$ cat src/rtl/multi_mode_accum_adder.sv
// multi_mode_accum_adder: registered add / subtract / accumulate / load datapath
// with a valid/ready handshake on both sides, a running accumulator and a
// wrapping count of accepted operations. Each result appears one cycle after
// the operand pair is accepted.
//
// Optional build macro: MULTI_MODE_ACCUM_ADDER_SATURATE_EN
//   defined   -> ADD/SUB/ACC results saturate instead of wrapping
//   undefined -> modular wrap (default)
module multi_mode_accum_adder #(
    parameter int WIDTH     = 8,
    parameter int ACC_WIDTH = 16,
    parameter int CNT_WIDTH = 8
) (
    input  logic                 clk,
    input  logic                 rst,
    input  logic                 in_valid,
    output logic                 in_ready,
    input  logic [WIDTH-1:0]     a,
    input  logic [WIDTH-1:0]     b,
    input  logic [1:0]           mode,
    input  logic                 clear,
    output logic                 out_valid,
    input  logic                 out_ready,
    output logic [WIDTH-1:0]     sum,
    output logic                 carry,
    output logic [ACC_WIDTH-1:0] acc,
    output logic [CNT_WIDTH-1:0] op_count
);

    localparam logic [1:0] MODE_ADD  = 2'b00;
    localparam logic [1:0] MODE_SUB  = 2'b01;
    localparam logic [1:0] MODE_ACC  = 2'b10;
    localparam logic [1:0] MODE_LOAD = 2'b11;

`ifdef MULTI_MODE_ACCUM_ADDER_SATURATE_EN
    localparam bit SAT_EN = 1'b1;
`else
    localparam bit SAT_EN = 1'b0;
`endif

    // Result clamp: replaces a wrapped result by its limit on over/underflow
    // when saturation is built in.
    function automatic logic [WIDTH-1:0] sat_sum(input logic             ovf,
                                                 input logic [WIDTH-1:0] wrapped,
                                                 input logic [WIDTH-1:0] limit);
        return (SAT_EN && ovf) ? limit : wrapped;
    endfunction

    // Accumulator clamp: pins the accumulator at full scale on overflow.
    function automatic logic [ACC_WIDTH-1:0] sat_acc(input logic                 ovf,
                                                     input logic [ACC_WIDTH-1:0] wrapped);
        return (SAT_EN && ovf) ? {ACC_WIDTH{1'b1}} : wrapped;
    endfunction

    logic                 out_valid_q, out_valid_d;
    logic [WIDTH-1:0]     sum_q, sum_d;
    logic                 carry_q, carry_d;
    logic [ACC_WIDTH-1:0] acc_q, acc_d;
    logic [CNT_WIDTH-1:0] cnt_q, cnt_d;

    logic                 accept;
    logic [WIDTH:0]       add_w;
    logic [WIDTH:0]       sub_w;
    logic [ACC_WIDTH-1:0] ext_a, ext_b;
    logic [ACC_WIDTH-1:0] acc_base;
    logic [ACC_WIDTH:0]   acc_w;
    logic [ACC_WIDTH-1:0] load_w;

    // Ready whenever the output slot is empty or being drained this cycle.
    assign in_ready = !rst && (!out_valid_q || out_ready);
    assign accept   = in_valid && in_ready;

    // Candidate results for every mode; the extra top bit carries the
    // carry (ADD), borrow (SUB) or accumulator overflow (ACC).
    assign add_w    = {1'b0, a} + {1'b0, b};
    assign sub_w    = {1'b0, a} - {1'b0, b};
    assign ext_a    = {{(ACC_WIDTH-WIDTH){1'b0}}, a};
    assign ext_b    = {{(ACC_WIDTH-WIDTH){1'b0}}, b};
    // A clear arriving with an ACC makes the accumulation start from zero.
    assign acc_base = clear ? '0 : acc_q;
    assign acc_w    = {1'b0, acc_base} + {1'b0, ext_a} + {1'b0, ext_b};
    assign load_w   = ext_a + ext_b;

    // Next-state selection: accept loads a new result, otherwise the result
    // is held until consumed and clear acts on the accumulator alone.
    always_comb begin
        out_valid_d = out_valid_q;
        sum_d       = sum_q;
        carry_d     = carry_q;
        acc_d       = acc_q;
        cnt_d       = cnt_q;
        if (accept) begin
            out_valid_d = 1'b1;
            cnt_d       = cnt_q + CNT_WIDTH'(1);
            if (clear) begin
                acc_d = '0;
            end
            case (mode)
                MODE_ADD: begin
                    sum_d   = sat_sum(add_w[WIDTH], add_w[WIDTH-1:0], {WIDTH{1'b1}});
                    carry_d = add_w[WIDTH];
                end
                MODE_SUB: begin
                    sum_d   = sat_sum(sub_w[WIDTH], sub_w[WIDTH-1:0], {WIDTH{1'b0}});
                    carry_d = sub_w[WIDTH];
                end
                MODE_ACC: begin
                    acc_d   = sat_acc(acc_w[ACC_WIDTH], acc_w[ACC_WIDTH-1:0]);
                    sum_d   = sat_sum(acc_w[ACC_WIDTH], acc_w[WIDTH-1:0], {WIDTH{1'b1}});
                    carry_d = acc_w[ACC_WIDTH];
                end
                MODE_LOAD: begin
                    acc_d   = load_w;
                    sum_d   = load_w[WIDTH-1:0];
                    carry_d = 1'b0;
                end
                default: begin
                    sum_d = sum_q;
                end
            endcase
        end else begin
            if (out_valid_q && out_ready) begin
                out_valid_d = 1'b0;
            end
            if (clear) begin
                acc_d = '0;
            end
        end
    end

    // State registers; reset discards any pending result.
    always_ff @(posedge clk) begin
        if (rst) begin
            out_valid_q <= 1'b0;
            sum_q       <= '0;
            carry_q     <= 1'b0;
            acc_q       <= '0;
            cnt_q       <= '0;
        end else begin
            out_valid_q <= out_valid_d;
            sum_q       <= sum_d;
            carry_q     <= carry_d;
            acc_q       <= acc_d;
            cnt_q       <= cnt_d;
        end
    end

    assign out_valid = out_valid_q;
    assign sum       = sum_q;
    assign carry     = carry_q;
    assign acc       = acc_q;
    assign op_count  = cnt_q;

endmodule

$ cat config.mk
export PLATFORM = sky130hd
export DESIGN_NAME = multi_mode_accum_adder
export DESIGN_NICKNAME = d
export VERILOG_FILES = /design/src/rtl/multi_mode_accum_adder.sv
export SDC_FILE = /design/constraint.sdc
export NUM_CORES = 1
export LEC_CHECK = 0
export BUFFER_PORTS_ARGS = -buffer_cell sky130_fd_sc_hd__buf_2
export CELL_PAD_IN_SITES_DETAIL_PLACEMENT = 0
export CELL_PAD_IN_SITES_GLOBAL_PLACEMENT = 1
export CORE_ASPECT_RATIO = 1.25
export CORE_MARGIN = 2
export CORE_UTILIZATION = 35
export CTS_CLUSTER_DIAMETER = 150
export CTS_CLUSTER_SIZE = 24
export DETAILED_ROUTE_END_ITERATION = 10
export HOLD_SLACK_MARGIN = 0.1
export PLACE_DENSITY_LB_ADDON = 0.1
export SYNTH_ARGS = -nofsm -noshare
export SYNTH_HDL_FRONTEND = slang
export SYNTH_SLANG_ARGS = --single-unit
$ cat constraint.sdc
create_clock -name clk -period 3.7 [get_ports clk]
set_clock_uncertainty 0.15 [all_clocks]
set_input_delay 0.925 -clock clk [delete_from_list [all_inputs] [get_ports clk]]
set_output_delay 0.925 -clock clk [all_outputs]
set_load 0.005 [all_outputs]
Word-level counts from Yosys, hierarchy flattened

Index checks and enable logic that the tools add are counted.

Logic and storage cells: 29
Bits in registers: 34
Bits of input ports: 23

Add/subtract/negate cells: 6
Muxes and demuxes: 7
Reductions and logical operators: 8
Equality and inequality tests: 3

Operators with widths:

| operator              | count |
|---|---|
| $mux W16              | 2 |
| $pmux W16 S2          | 1 |
| $pmux W8 S4           | 1 |
| $add A8 B8 Y9         | 2 |
| $add A16 B8 Y17       | 1 |
| $add A17 B8 Y17       | 1 |
| $sub A8 B8 Y9         | 1 |
| $add A8 B1 Y8 const B | 1 |
| $eq A2 B2 Y1 const B  | 2 |
| $pmux W1 S4           | 1 |
| $logic_and A1 B1 Y1   | 3 |
| $eq A2 B1 Y1 const B  | 1 |
| $logic_not A1 Y1      | 2 |
| $logic_not A2 Y1      | 1 |
| $mux W1               | 2 |
| $reduce_bool A2 Y1    | 1 |
| $logic_or A1 B1 Y1    | 1 |

Longest topological paths before layout

Depth after elaboration: 5
Mapped depth: 11

Least setup slack after synthesis

Ideal clock, no wire load.

Path kind: input to register
Start point: input clear
End point: register acc_q[13], in the netlist acc[13]
Stages on the path: 11
Data required time: 3476 ps
Setup slack: -188 ps
Library setup time: 74 ps
Arrival time: 3663 ps
Path through: clkbuf_1 -> nor2b_1 -> fa_1 -> ha_1 -> fa_1 -> a211oi_1 -> o21bai_2 -> a2111oi_1 -> or3_4 -> o211ai_1 -> a31oi_1

Cells in the longest elaborated chain, start to end: 5

Ends and longest elaborated chain:

| item                   | line | source |
|---|---|---|
| start: declaration     | 21   | `input logic clear,` |
| $mux W16 (*)           | n/a  |  |
| $add A16 B8 Y17        | 81   | `assign acc_w = {1'b0, acc_base} + {1'b0, ext_a} + {1'b0, ext_b};` |
| $add A17 B8 Y17        | 81   |  |
| $pmux W16 S2           | 98   | `case (mode)` |
| $mux W16 (*)           | 92   | `if (accept) begin` |
| end signal: assignment | 137  | `acc_q <= '0;` |
| end signal: assignment | 143  | `acc_q <= acc_d;` |
| end: declaration       | 58   | `logic [ACC_WIDTH-1:0] acc_q, acc_d;` |

Mark *: on every way between the ends. The rest lies on a longest branch, timed or not.
A chain may end at the register's enable or synchronous reset.

Final worst setup path

Start point: input clear
End point: register acc_q[9], in the netlist acc[9]

Same word-level chain as after synthesis.

==> impl_metrics.tcl <==
set metrics [dict create \
    status "finished, final reports clean" \
    clock_sinks 34 \
    synth_fp_nets 452 \
    holdPathStages 2 \
    grt_pass1_wl_um 15700 \
    design_area_mm2 0.00378 \
    pin_count 58 \
    clk_root_buffer_cell "clkbuf_8" \
    cp.required_ns 3.75 \
    dp.cells 575 \
    drc 0 \
    finalWirelength_um 9700 \
    p_leak_nw 1.70 \
    final_cell_mix "buf_2, nor2_1, dfxtp_1, ha_1, buf_4" \
    holdPathEnd "sum[2]" \
    wire_per_inst_um 16.6 \
    drtIter0Drc 117 \
    max_slew.worst_pin.slew_ns 0.623 \
    timing.final.crit_share_pct 95.3 \
    die_w_um 87.8 \
    antenna_found_initial 0 \
    fin_nets 525 \
    ant_nets 0 \
    placed_area_mm2 0.00366 \
    grt.total_usage_pct 21.2 \
    critPathMaxFanout 5 \
    ctsResizeCount 0 \
    numCtsBuffers 5 \
    cts_tree "built" \
    rsz0062_at_grt "false" \
    r2r_start "acc[1]" \
    reg2reg_to "acc[9]" \
    synth_edf_count 0 \
    htreeDepth 2 \
    rr_worst_depth 10 \
    diodes 0 \
    synth-seq-cells 34 \
    setup_viol 0 \
    grt_pass1_vias 3137 \
    first_pass_iters 4 \
    clkLatencyLatePin_ns 0.30 \
    ir_drop_v 0.000194 \
    slew_headroom_pct 58.2 \
    hp-class "flip-flop to flip-flop" \
    place_congestion 0.865 \
    initial_core_util_pct 35.7 \
    hold_viol_final 0 \
    utilization_pct 43.9 \
    whs_ns 0.352 \
    postCtsSetupBuffers 0 \
    coreArea_mm2 0.00861 \
    area_growth_pct 22.9 \
    yosysWarnings 0 \
    detailed_place_hpwl_um 7560 \
    layout_commonest_cell "buf_2" \
    ys.flop_type "dfxtp_1" \
    max_freq_mhz 284 \
    grt_max_degree 21 \
    synthCells 389 \
    crit_arrival_ns 3.58 \
    fp.dieH_um 109 \
    holdCritStartpoint "sum[2]" \
    fin_crit_ns 3.53 \
    reg2reg_setup_slack_ns 0.57 \
    die-area_mm2 0.00955 \
    synthArstFlopShare_pct 0 \
    vias 3128 \
    drv_cap 0 \
    crit_type "input port to flip-flop" \
    clk_pin_slew_ns 0.09 \
    finalWorstSetupSlack_ns 0.174 \
    yosysSeqAreaShare_pct 22.1 \
    ys_types 58 \
    synth_area_mm2 0.00307 \
    p_per_area_mw_per_mm2 320 \
    cp-start-kind "input port" \
    pre_cts_slack_ns -0.117 \
    drive_above_1_share_pct 22.0 \
    cts_hold_buf 0 \
    core.rowCount 38 \
    slew_viol_final 0 \
    viasPerCell 5.37 \
    layout.cells.non_filler 583 \
    synth_area_per_cell_um2 7.90 \
    port_buffers 57 \
    cts.path.max_buffers 2 \
    gr-total-overflow 0 \
    end_kind "flip-flop" \
]
[metal layers]
metal  track usage, %  up-vias  share of wire, %
met1             27.2     1476                46
li1                 -     1555                 -
met3             2.42       22               3.1
met4             8.68        0               3.2
met2             35.6       75                48
met5                0        -                 0
[report_power, final]
part | total, W | internal [W] | switching, W
combinational | 0.000446 | 0.000195 | 0.000251
clock | 0.000366 | 0.000201 | 0.000165
sequential | 0.000397 | 0.000385 | 0.0000121
[per-stage QoR]
stage / setup TNS [ns] / total power, W
6_report: 0 / 0.00121
4_1_cts: 0 / 0.00121
5_1_grt: 0 / 0.00129
2_1_floorplan: 0 / 0.000684
3_3_place_gp: -0.198 / 0.000850
3_5_place_dp: -0.400 / 0.000849
[final cells by class]
cell class,count,area (µm²)
fill,896,4830
multi-input combinational,311,2240
sequential,34,681
timing repair buffer,86,503
tap,120,150
inverter,24,90.1
clock buffer,5,68.8
clock inverter,3,45.0
[Yosys cell counts, types with 3 or more instances]
master / n / area (µm²)
o31ai_1: 5 / 37.5
a221o_1: 3 / 30.0
or3_1: 4 / 25.0
nor2_1: 41 / 154
a31oi_1: 8 / 50.1
a221oi_1: 5 / 43.8
nand2b_1: 8 / 50.1
a21o_1: 3 / 22.5
nand2_1: 24 / 90.1
o211ai_1: 4 / 30.0
a22oi_1: 3 / 22.5
o21a_1: 4 / 30.0
xor2_1: 7 / 61.3
mux2i_1: 3 / 30.0
o21bai_1: 3 / 22.5
and3_1: 5 / 31.3
o21ai_0: 18 / 90.1
nand3_1: 16 / 80.1
xnor2_1: 8 / 70.1
nor3_1: 6 / 30.0
fa_1: 11 / 220
a21oi_1: 24 / 120
clkbuf_1: 18 / 67.6
dfxtp_1: 34 / 681
nor2b_1: 18 / 113
inv_1: 24 / 90.1
ha_1: 29 / 363
a211oi_1: 11 / 82.6
[registers in the layout (all words and copies together) (netlist names)]
| register | count |
|---|---|
| out_valid | 1 |
| op_count | 8 |
| sum | 8 |
| carry | 1 |
| acc | 16 |
[worst max-delay path, stage by stage]
cell,delay [ns]
buf_2,0.13
nor2b_2,0.14
fa_1,0.43
ha_1,0.24
fa_1,0.44
a211oi_2,0.29
o21bai_2,0.13
a2111oi_2,0.40
or2_2,0.18
nor2_1,0.04
a311oi_1,0.23
[how the worst max path moves through the flow]
| stage | from | to | slack [ns] | cells after the start |
|---|---|---|---|---|
| global placement | clear | acc[13] | -0.08 | 11 |
| global route | clear | acc[11] | 0.01 | 11 |
| CTS | clear | acc[9] | 0.17 | 11 |
| detailed placement | clear | acc[13] | -0.12 | 11 |
| floorplan | clear | acc[13] | 0.02 | 11 |
| finish | clear | acc[9] | 0.17 | 11 |
[logic make-up after synthesis]
kind of cell,Yosys count,share of synthesized area [%]
and+or+nand+nor,137,22.4
AOI/OAI and AO/OA,116,25.9
DFF,34,22.1
muxes,3,0.977
adders and majority gates,40,19.0
buffers and inverters,44,5.41
xor gates and xnor gates,15,4.28
No activity file was read; power rests on OpenSTA's default activity.
